### config.mk
export PLATFORM = sky130hd
export DESIGN_NAME = seq_player
export DESIGN_NICKNAME = d
export VERILOG_FILES = /design/src/rtl/seq_player.sv
export SDC_FILE = /design/constraint.sdc
export NUM_CORES = 1
export LEC_CHECK = 0
export ABC_AREA = 1
export BUFFER_PORTS_ARGS = -buffer_cell sky130_fd_sc_hd__buf_2
export CORE_MARGIN = 2
export CORE_UTILIZATION = 61
export CTS_CLUSTER_DIAMETER = 40
export CTS_CLUSTER_SIZE = 24
export DETAILED_ROUTE_END_ITERATION = 6
export PLACE_DENSITY_LB_ADDON = 0.12
export SYNTH_ARGS = -nofsm -noshare
export SYNTH_HDL_FRONTEND = slang
export SYNTH_SLANG_ARGS = --single-unit
### constraint.sdc
create_clock -name clk -period 7.1 [get_ports clk]
set_input_delay 0.355 -clock clk [delete_from_list [all_inputs] [get_ports clk]]
set_output_delay 0.355 -clock clk [all_outputs]
set_load 0.02 [all_outputs]
### src/rtl/seq_player.sv
// seq_player: Simon Says playback sequencer. Walks the stored colour
// sequence, lighting one LED and enabling the tone for ON_MS, then a dark
// GAP_MS, per step. All outputs are registered from the next state.
module seq_player #(
   parameter int MAX_LEN = 32,
   parameter int ADDR_W  = 5,
   parameter int ON_MS   = 400,
   parameter int GAP_MS  = 200,
   parameter int TPM_W   = 16
) (
   input  logic              clk,
   input  logic              rst,
   input  logic [TPM_W-1:0]  ticks_per_milli,
   input  logic              start,
   input  logic              abort,
   input  logic [ADDR_W:0]   length,
   output logic [ADDR_W-1:0] rd_addr,
   input  logic [1:0]        rd_data,
   output logic [3:0]        led,
   output logic              tone_en,
   output logic [1:0]        tone_sel,
   output logic              busy,
   output logic              done
);

   localparam int MS_MAX = (ON_MS > GAP_MS) ? ON_MS : GAP_MS;
   localparam int MSW    = (MS_MAX > 1) ? $clog2(MS_MAX) : 1;
   localparam logic [MSW-1:0]  ON_LAST   = MSW'(ON_MS - 1);
   localparam logic [MSW-1:0]  GAP_LAST  = MSW'(GAP_MS - 1);
   localparam logic [ADDR_W:0] MAX_LEN_V = (ADDR_W+1)'(MAX_LEN);

   typedef enum logic [2:0] {st_idle, st_fetch, st_on, st_gap, st_done} state_t;

   state_t            state, nstate;
   logic [ADDR_W:0]   len_q, len_in;
   logic [TPM_W-1:0]  tpm_q, tpm_in, tick_q;
   logic [MSW-1:0]    ms_q;
   logic [ADDR_W-1:0] idx;
   logic [1:0]        colour, col_d;
   logic              ms_tick, phase_end, last_step;
   logic [3:0]        led_d;
   logic              tone_en_d, busy_d, done_d;
   logic [1:0]        tone_sel_d;

   // Clamp the requested length and keep the prescaler from dividing by zero.
   assign len_in    = (length > MAX_LEN_V) ? MAX_LEN_V : length;
   assign tpm_in    = (ticks_per_milli == '0) ? TPM_W'(1) : ticks_per_milli;
   assign ms_tick   = (tick_q == tpm_q - 1'b1);
   assign phase_end = ms_tick && (((state == st_on)  && (ms_q == ON_LAST)) ||
                                  ((state == st_gap) && (ms_q == GAP_LAST)));
   assign last_step = ({1'b0, idx} == len_q - 1'b1);
   assign rd_addr   = idx;

   // State register.
   always_ff @(posedge clk or posedge rst) begin
      if (rst) state <= st_idle;
      else     state <= nstate;
   end

   // Next-state logic; abort beats phase completion, start beats abort in idle.
   always_comb begin
      nstate = state;
      case (state)
         st_idle:  if (start) nstate = (len_in != '0) ? st_fetch : st_done;
         st_fetch: nstate = abort ? st_idle : st_on;
         st_on:    if (abort) nstate = st_idle;
                   else if (phase_end) nstate = st_gap;
         st_gap:   if (abort) nstate = st_idle;
                   else if (phase_end) nstate = last_step ? st_done : st_fetch;
         st_done:  nstate = st_idle;
         default:  nstate = st_idle;
      endcase
   end

   // Output decode from the next state so the registered outputs track state.
   always_comb begin
      col_d      = (state == st_fetch) ? rd_data : colour;
      led_d      = (nstate == st_on) ? (4'b0001 << col_d) : 4'b0000;
      tone_en_d  = (nstate == st_on);
      tone_sel_d = (nstate == st_on) ? col_d : tone_sel;
      busy_d     = (nstate != st_idle);
      done_d     = (nstate == st_done);
   end

   // Output registers.
   always_ff @(posedge clk or posedge rst) begin
      if (rst) begin
         led      <= '0;
         tone_en  <= 1'b0;
         tone_sel <= '0;
         busy     <= 1'b0;
         done     <= 1'b0;
      end else begin
         led      <= led_d;
         tone_en  <= tone_en_d;
         tone_sel <= tone_sel_d;
         busy     <= busy_d;
         done     <= done_d;
      end
   end

   // Step bookkeeping: latch job parameters, colour capture, index advance.
   always_ff @(posedge clk or posedge rst) begin
      if (rst) begin
         len_q  <= '0;
         tpm_q  <= '0;
         idx    <= '0;
         colour <= '0;
      end else begin
         if (state == st_idle && start) begin
            len_q <= len_in;
            tpm_q <= tpm_in;
            idx   <= '0;
         end
         if (state == st_fetch) colour <= rd_data;
         if (state == st_gap && nstate == st_fetch) idx <= idx + 1'b1;
      end
   end

   // Millisecond timing; both counters restart on any state change so every
   // ON and GAP phase starts from zero.
   always_ff @(posedge clk or posedge rst) begin
      if (rst) begin
         tick_q <= '0;
         ms_q   <= '0;
      end else if (nstate != state || !(state == st_on || state == st_gap)) begin
         tick_q <= '0;
         ms_q   <= '0;
      end else if (ms_tick) begin
         tick_q <= '0;
         ms_q   <= ms_q + 1'b1;
      end else begin
         tick_q <= tick_q + 1'b1;
      end
   end

endmodule

=== Yosys cells after proc, flatten, opt, wreduce, memory -nomap -nowiden ===
Cells that the tools add are included.

* Bits in registers: 66
* Logic and storage cells: 64

* Add/subtract/negate cells: 5
* $lt $le $gt $ge: 1
* Eq/ne operators: 11
* Shift operators: 1
* Multiplexer cells: 19
* Reductions and logical operators: 15

{| class="wikitable"
|+ Operators with widths
! operator !! number
|-
| $mux 16 || 3
|-
| $mux 3 || 7
|-
| $mux 9 || 2
|-
| $add 16x1->16 const B || 1
|-
| $eq 16x16->1 || 1
|-
| $logic_not 16->1 || 1
|-
| $sub 16x1->16 const B || 1
|-
| $pmux 3 s4 || 1
|-
| $mux 5 || 2
|-
| $add 9x1->9 const B || 1
|-
| $eq 3x2->1 const B || 3
|-
| $eq 9x8->1 const B || 1
|-
| $eq 9x9->1 const B || 1
|-
| $eq 3x1->1 const B || 2
|-
| $eq 5x6->1 || 1
|-
| $gt 6x6->1 const B || 1
|-
| $mux 6 || 1
|-
| $reduce_bool 6->1 || 1
|-
| $sub 6x1->6 const B || 1
|-
| $add 5x1->5 const B || 1
|-
| $logic_and 1x1->1 || 5
|-
| $mux 2 || 2
|-
| $mux 4 || 1
|-
| $reduce_bool 2->1 || 2
|-
| other kinds (7) || 9
|}

=== Logic depth before layout (Yosys ltp) ===
Gate-level depths: netlist of run 1.

* Depth after elaboration: 10
* Mapped depth: 21

=== Least setup slack after synthesis of run 1 ===
Ideal clock, no wire load.

* Path kind: flip-flop to flip-flop
* Start: register tpm_q[0]
* End: register ms_q[2]
* Data arrival time: 2119 ps
* Required time: 6976 ps
* Setup slack: 4857 ps
* Cell stages (with the launch flop): 19
* Buffers on the path: 1
* Cells stage by stage: dfrtp_1 > inv_2 > ha_1 > nand2_1 > nor2_2 > o21ai_1 > nand2_1 > nand2_1 > clkinv_1 > nand2_1 > nor2_4 > nand3_2 > a21oi_1 > nand2_1 > nand2_2 > nand2_2 > o21ai_4 > buf_12 > nor2_4

* Word-level cells in the longest chain between the ends: 9

{| class="wikitable"
|+ Ends and longest elaborated chain
! element !! line !! text
|-
| from (decl) || 36 || <nowiki>logic [TPM_W-1:0] tpm_q, tpm_in, tick_q;</nowiki>
|-
| from (signal assigned) || 112 || <nowiki>tpm_q <= tpm_in;</nowiki>
|-
| $sub 16x1->16 (*) || 48 || <nowiki>assign ms_tick = (tick_q == tpm_q - 1'b1);</nowiki>
|-
| $eq 16x16->1 (*) || 48 ||
|-
| $logic_and 1x1->1 || 49 || <nowiki>assign phase_end = ms_tick && (((state == st_on) && (ms_q == ON_LAST)) ||</nowiki>
|-
| $mux 3 (on tied branches) || 69, 67 ||
|-
| $mux 3 (on tied branches) || 68, 66 ||
|-
| $pmux 3 s4 || 63 || <nowiki>case (state)</nowiki>
|-
| $ne 3x3->1 || 126 || <nowiki>end else if (nstate != state || !(state == st_on || state == st_gap)) begin</nowiki>
|-
| $logic_or 1x1->1 || 126 ||
|-
| $mux 9 or $reduce_bool 2->1 (tied branches) || n/a ||
|-
| to (signal assigned) || 131 || <nowiki>ms_q <= ms_q + 1'b1;</nowiki>
|-
| to (decl) || 37 || <nowiki>logic [MSW-1:0] ms_q;</nowiki>
|}

Every way passes the cells marked *; elsewhere a longest branch is shown, timed or not.
A chain may end at the register's enable or synchronous reset.

=== Worst setup path in the final report of run 1 ===
* Start: register tpm_q[0]
* End: register ms_q[7]

The elaborated chain is that of the path after synthesis.

==> results of run 1 <==
[kinds of logic after synthesis]
family / count (synthesis) / synth area share [%]
AOI/OAI and AO/OA: 34 / 4.76
xor gates and xnor gates: 34 / 7.13
adders and majority gates: 5 / 1.50
buffers and inverters: 78 / 8.39
DFF: 66 / 39.5
muxes: 1 / 0.270
and+or+nand+nor: 314 / 38.4
[final timing paths]
path / cells after the start / slack [ns] / startpoint / endpoint
setup / recovery: 15 / 4.10 / tpm_q[0] / ms_q[7]
hold / removal: 3 / 0.22 / rst / tone_en
setup reg to reg: 15 / 4.10 / tpm_q[0] / ms_q[7]
hold reg to reg: 2 / 0.49 / tone_sel[0] / tone_sel[0]
max in group asynchronous: 3 / 6.31 / rst / state[2]
min in group clk: 3 / 0.22 / ticks_per_milli[11] / tpm_q[11]
[cells in the final DEF, fill, tap and decap left out, types with 8 or more instances in the layout]
cell type | synthesis | routed
nor3_1 | 11 | 11
inv_1 | 61 | 60
xnor2_1 | 17 | 17
o21ai_0 | 23 | 23
nand4_1 | 10 | 10
nand2_1 | 132 | 132
dfrtp_1 | 66 | 66
nor2_1 | 52 | 52
clkbuf_8 | 0 | 11
buf_2 | 0 | 41
nand3_1 | 47 | 47
nor2_4 | 24 | 24
xor2_1 | 17 | 17
nand2_2 | 8 | 8
[sequential cells by signal, summed over array words and instances (netlist names)]
register,cells
tpm_q,16
led,4
tone_sel,2
done,1
ms_q,9
tick_q,16
busy,1
colour,2
rd_addr,5
state,3
len_q,6
tone_en,1
[cells in the mapped netlist, drive strengths merged]
master,count,share of area (%)
a21oi,3,0.36
a22oi,1,0.18
a31oi,1,0.15
and2,1,0.15
buf,5,1.7
clkbuf,4,0.36
clkinv,3,0.30
dfrtp,66,40
ha,5,1.5
inv,66,6.0
mux2,1,0.27
nand2,142,14
nand3,50,6.5
nand3b,6,1.1
nand4,10,1.5
nor2,82,12
nor3,12,1.7
nor3b,1,0.18
nor4,8,1.3
o21a,1,0.18
o21ai,27,3.5
o41ai,1,0.39
or2,2,0.30
xnor2,17,3.6
xor2,17,3.6
[power breakdown]
group	total [mW]	internal (mW)	switching, mW
Sequential	0.485	0.430	0.0549
Clock	0.331	0.181	0.150
Combinational	0.390	0.136	0.254
Total	1.21	0.746	0.459
[tightest hold or removal path, stage by stage]
cell and delay (ns):
buf_2 0.10, inv_2 0.03, buf_4 0.62
[per-layer routing]
layer / vias to the layer above / GRT usage (%) / wire length (um)
met4: 0 / 10.5 / 193
met2: 69 / 44.8 / 4280
met3: 20 / 4.48 / 317
li1: 1773 / - / -
met5: - / 0 / 0
met1: 1612 / 32.3 / 3850
[area by class of cell]
type / count / area, um^2
clock buffers: 12 / 155
clock inverters: 4 / 50.0
fillers: 580 / 2090
inverters: 69 / 265
multi-input cells: 388 / 2180
flip-flops and latches: 66 / 1650
well taps: 80 / 100
repair buffers: 44 / 228
[per-stage QoR]
step | cells | total power, mW | setup slack [ns] | instance area (um^2) | util [%]
final | 663 | 1.21 | 4.10 | 4630 | 68.8
after global routing | 663 | 1.29 | 3.78 | 4630 | 68.8
after CTS | 663 | 1.21 | 4.08 | 4630 | 68.8
after detailed placement | 647 | 0.879 | 4.09 | 4420 | 65.8
after global placement | 647 | 0.869 | 4.16 | 4420 | 65.8
after floorplan | 532 | 0.795 | 4.86 | 4180 | -
==> flow_metrics.py, run 1 <==
metrics = {
    "outcome": {
        "outcome": "complete, no violations",
    },
    "global_routing": {
        "grt_pass1_wl_um": 15300,
        "gr-total-overflow": 0,
        "grt_max_degree": 67,
        "grt_usage_pct": 26.0,
        "antenna_found_initial": 0,
        "grt_pass1_vias": 3480,
    },
    "job": {
        "maxCapViolCount": 0,
    },
    "critical_path": {
        "path_cells": "inv_2, ha_1, nand2_1, nor2_1, xor2_1, nand2_1, nor3_4, nand3_2, a21oi_1, nand2_1, nand2_2, nand2_2, o21ai_4, buf_4, nor2_1",
        "crit_slowest_cell": "buf_4",
        "cpLargestDelayFamily": "simple AND/OR/NAND/NOR gates",
        "path_common_cell": "nand2_1",
        "cp.required_ns": 7.32,
        "end_kind": "flip-flop",
        "path_buf_inv": 2,
        "slowest_delay_ns": 0.53,
        "startpoint_type": "flip-flop",
        "critPathKind": "reg2reg",
        "arrival_ns": 3.22,
        "cp_max_fo": 25,
    },
    "clocking": {
        "clkLatencyLatePin_ns": 0.35,
        "cts_tree": "built",
        "cts_setup_buffers": 0,
        "clock-root-buffer": "clkbuf_8",
        "cts.sinks": 66,
        "htree_levels": 3,
        "cts_resized": 0,
        "cts_buffer_depth": 2,
        "clkTransAtPathRegs_ns": 0.08,
        "cts_hold_buf": 0,
        "numCtsBuffers": 9,
    },
    "timing": {
        "period_needed_ns": 3.00,
        "whs_ns": 0.221,
        "drv_slew": 0,
        "hold_violations": 0,
        "setup_violations": 0,
        "fin_crit_sh_pct": 42.3,
        "max_freq_ghz": 0.333,
        "finalClockSkew_ns": 0.0108,
        "setup_tns_ns": 0,
        "worst_pin_slew_ns": 0.827,
        "rsz0062_at_grt": "false",
        "maxSlewHeadroom_pct": 44.9,
    },
    "routing": {
        "wl_per_cell_um": 13.0,
        "num_vias": 3474,
        "firstDrtPassIters": 4,
        "drc_errors": 0,
        "drt-total-wl_um": 8640,
        "vias_per_cell": 5.24,
        "postRouteAntennaNets": 0,
        "first_iter_violations": 108,
    },
    "place": {
        "dp_hpwl_um": 6410,
        "port_buffers": 41,
        "place_congestion": 0.909,
    },
    "logic_synthesis": {
        "synth_area_um2": 4180,
        "syn_avg_cell_area_um2": 7.85,
        "synth_seq_cells": 66,
        "ys_types": 40,
        "synth_cells": 532,
        "synth.net_count": 565,
        "synth-seq-area-share_pct": 39.5,
        "yosysWarnings": 0,
    },
    "layout": {
        "layout.nets": 611,
        "n_antenna_cell": 0,
        "drive_gt1_share_pct": 19.9,
        "area_growth_pct": 10.7,
    },
    "power": {
        "power_leakage_nw": 2.16,
        "ir_drop_uv": 170,
        "power_density_nw_per_um2": 261,
    },
    "die": {
        "chipHeight_um": 86.8,
        "die_x_um": 86.8,
        "num_rows": 30,
        "num_io_pins": 42,
        "dieArea_um2": 7530,
        "start_util_pct": 62.2,
        "core_region_area_um2": 6720,
    },
    "hold_path": {
        "timing.hold.worst.class": "in2async",
    },
}
No activity file was read; power rests on OpenSTA's default activity.
==> run 2: changes to the inputs <==
--- a/config.mk
+++ b/config.mk
@@ -8,7 +8,7 @@
 export ABC_AREA = 1
 export BUFFER_PORTS_ARGS = -buffer_cell sky130_fd_sc_hd__buf_2
 export CORE_MARGIN = 2
-export CORE_UTILIZATION = 61
+export CORE_UTILIZATION = 60
 export CTS_CLUSTER_DIAMETER = 40
 export CTS_CLUSTER_SIZE = 24
 export DETAILED_ROUTE_END_ITERATION = 6
==> constraint.sdc (replaced) <==
create_clock -name clk -period 3 [get_ports clk]
set_input_delay 0.15 -clock clk [delete_from_list [all_inputs] [get_ports clk]]
set_output_delay 0.15 -clock clk [all_outputs]
set_load 0.02 [all_outputs]
==> run 2 against run 1 <==
Flip-flop and latch count stayed put; largest power group unchanged; register-to-register slack got worse by 3.7 ns; cell count rose by 0.45%; final area about the same; die area increased by 1.6%.
==> flow_metrics.py, run 2 (synthesis results as in run 1) <==
metrics = {
    "job": {
        "maxCapViolCount": 0,
    },
    "die": {
        "num_io_pins": 42,
        "dieArea_um2": 7650,
        "start_util_pct": 61.8,
        "die_x_um": 87.4,
        "core_region_area_um2": 6760,
        "num_rows": 30,
        "chipHeight_um": 87.4,
    },
    "power": {
        "power_density_nw_per_um2": 592,
        "ir_drop_uv": 328,
        "p_total_mw": 2.74,
        "power_leakage_nw": 2.17,
    },
    "clocking": {
        "cts_tree": "built",
        "clock-root-buffer": "clkbuf_8",
        "cts_setup_buffers": 0,
        "numCtsBuffers": 9,
        "htree_levels": 3,
        "cts_buffer_depth": 2,
        "clkLatencyLatePin_ns": 0.34,
        "cts_resized": 0,
        "cts.sinks": 66,
        "clkTransAtPathRegs_ns": 0.08,
    },
    "place": {
        "dp_cells": 649,
        "port_buffers": 41,
        "place_congestion": 0.895,
        "placed_area_um2": 4450,
        "pre_cts_ws_ns": 0.433,
        "dp_hpwl_um": 6610,
    },
    "critical_path": {
        "path_buf_inv": 2,
        "cp_max_fo": 25,
        "ff2ff_setup_slack_ns": 0.43,
        "r2r_start": "tpm_q[0]",
        "arrival_ns": 2.79,
        "critPathKind": "reg2reg",
        "path_common_cell": "nand2_1",
        "reg2reg_depth": 18,
        "critPathLaunch": "tpm_q[0]",
        "path_cells": "inv_2, ha_1, nand2_1, nor2_1, nand3_1, nand2_1, nand2_2, nor2_2, nand2_1, nor2_4, nand3_2, a21oi_1, nand2_1, nand2_2, nand2_2, o21ai_4, buf_12, nor2_1",
        "r2r_end": "ms_q[5]",
        "slowest_delay_ns": 0.40,
        "cpLargestDelayFamily": "simple AND/OR/NAND/NOR gates",
        "cp.required_ns": 3.23,
        "end_kind": "flip-flop",
        "startpoint_type": "flip-flop",
        "crit_slowest_cell": "dfrtp_1",
    },
    "layout": {
        "largestRegisters": "tick_q (16), tpm_q (16), ms_q (9)",
        "final_cell_mix": "132 x nand2_1, 66 x dfrtp_1, 60 x inv_1",
        "area_growth_pct": 10.8,
        "fin_area_um2": 4630,
        "nFillCells": 568,
        "n_antenna_cell": 0,
        "utilization_pct": 68.5,
        "drive_gt1_share_pct": 20.3,
        "layout.nets": 614,
        "instances_no_fill": 666,
        "mostFrequentLayoutCell": "nand2_1",
    },
    "timing": {
        "maxSlewHeadroom_pct": 55.3,
        "max_freq_ghz": 0.389,
        "fin_ws_ns": 0.432,
        "whs_ns": 0.0174,
        "finalClockSkew_ns": 0.0125,
        "worst_pin_slew_ns": 0.669,
        "setup_violations": 0,
        "period_needed_ns": 2.57,
        "drv_slew": 0,
        "setup_tns_ns": 0,
        "hold_violations": 0,
        "rsz0062_at_grt": "false",
        "fin_crit_sh_pct": 85.6,
    },
    "global_routing": {
        "gr-total-overflow": 0,
        "antenna_found_initial": 0,
        "grt_usage_pct": 25.8,
        "grt_pass1_vias": 3483,
        "grt_pass1_wl_um": 15500,
        "grt_max_degree": 35,
    },
    "routing": {
        "wl_per_cell_um": 13.3,
        "vias_per_cell": 5.26,
        "firstDrtPassIters": 5,
        "drt-total-wl_um": 8840,
        "postRouteAntennaNets": 0,
        "drc_errors": 0,
        "first_iter_violations": 116,
        "num_vias": 3505,
    },
    "hold_path": {
        "holdPathEnd": "len_q[4]",
        "timing.hold.worst.class": "in2reg",
        "whs_path_depth": 3,
        "min_from": "length[4]",
    },
    "outcome": {
        "outcome": "complete, no violations",
    },
}
==> run 2: changes by cell type in the layout (fill, tap and decap cells not counted), sizes merged <==
cell / delta
buf: +2
bufinv: -1
clkbuf: -3
clkinv: +3
clkinvlp: +1
dlygate4sd3: +1
==> run 2: routing by layer <==
metal / up-vias / track usage [%] / wire (um)
li1: 1789 / - / -
met1: 1648 / 31.4 / 3910
met2: 57 / 45.9 / 4520
met3: 11 / 5.78 / 287
met4: 0 / 6.85 / 126
met5: - / 0 / 0
==> run 2: what timing repair did <==
item	4_1_cts	5_1_grt
hold buffers	1	0
hold endpoints to repair	32	0
endpoints found under the setup margin	0	0
==> run 2: tightest hold or removal path, stage by stage <==
cell     delay, ns
buf_2         0.09
nand2_1       0.05
nand2_1       0.04
==> run 2: cell type report <==
type	count	area [um^2]	share of cell area, %
inverters	69	265	5.73
repair buffers	47	265	5.73
clock inverters	7	46.3	1.00
flip-flops and latches	66	1650	35.7
well taps	80	100	2.16
clock buffers	9	124	2.68
multi-input cells	388	2180	47.0
==> run 2: power by group <==
part	internal [mW]	switching, mW	total, mW
sequential	1.02	0.128	1.14
combinational	0.331	0.610	0.941
clock	0.296	0.361	0.657
==> run 2: worst max path at each step <==
stage / to / slack [ns] / cells past startpoint
3_5_place_dp: ms_q[5] / 0.43 / 18
5_1_grt: ms_q[5] / 0.05 / 13
2_1_floorplan: ms_q[2] / 0.76 / 18
3_3_place_gp: ms_q[7] / 0.54 / 18
4_1_cts: ms_q[5] / 0.43 / 18
6_report: ms_q[5] / 0.43 / 18
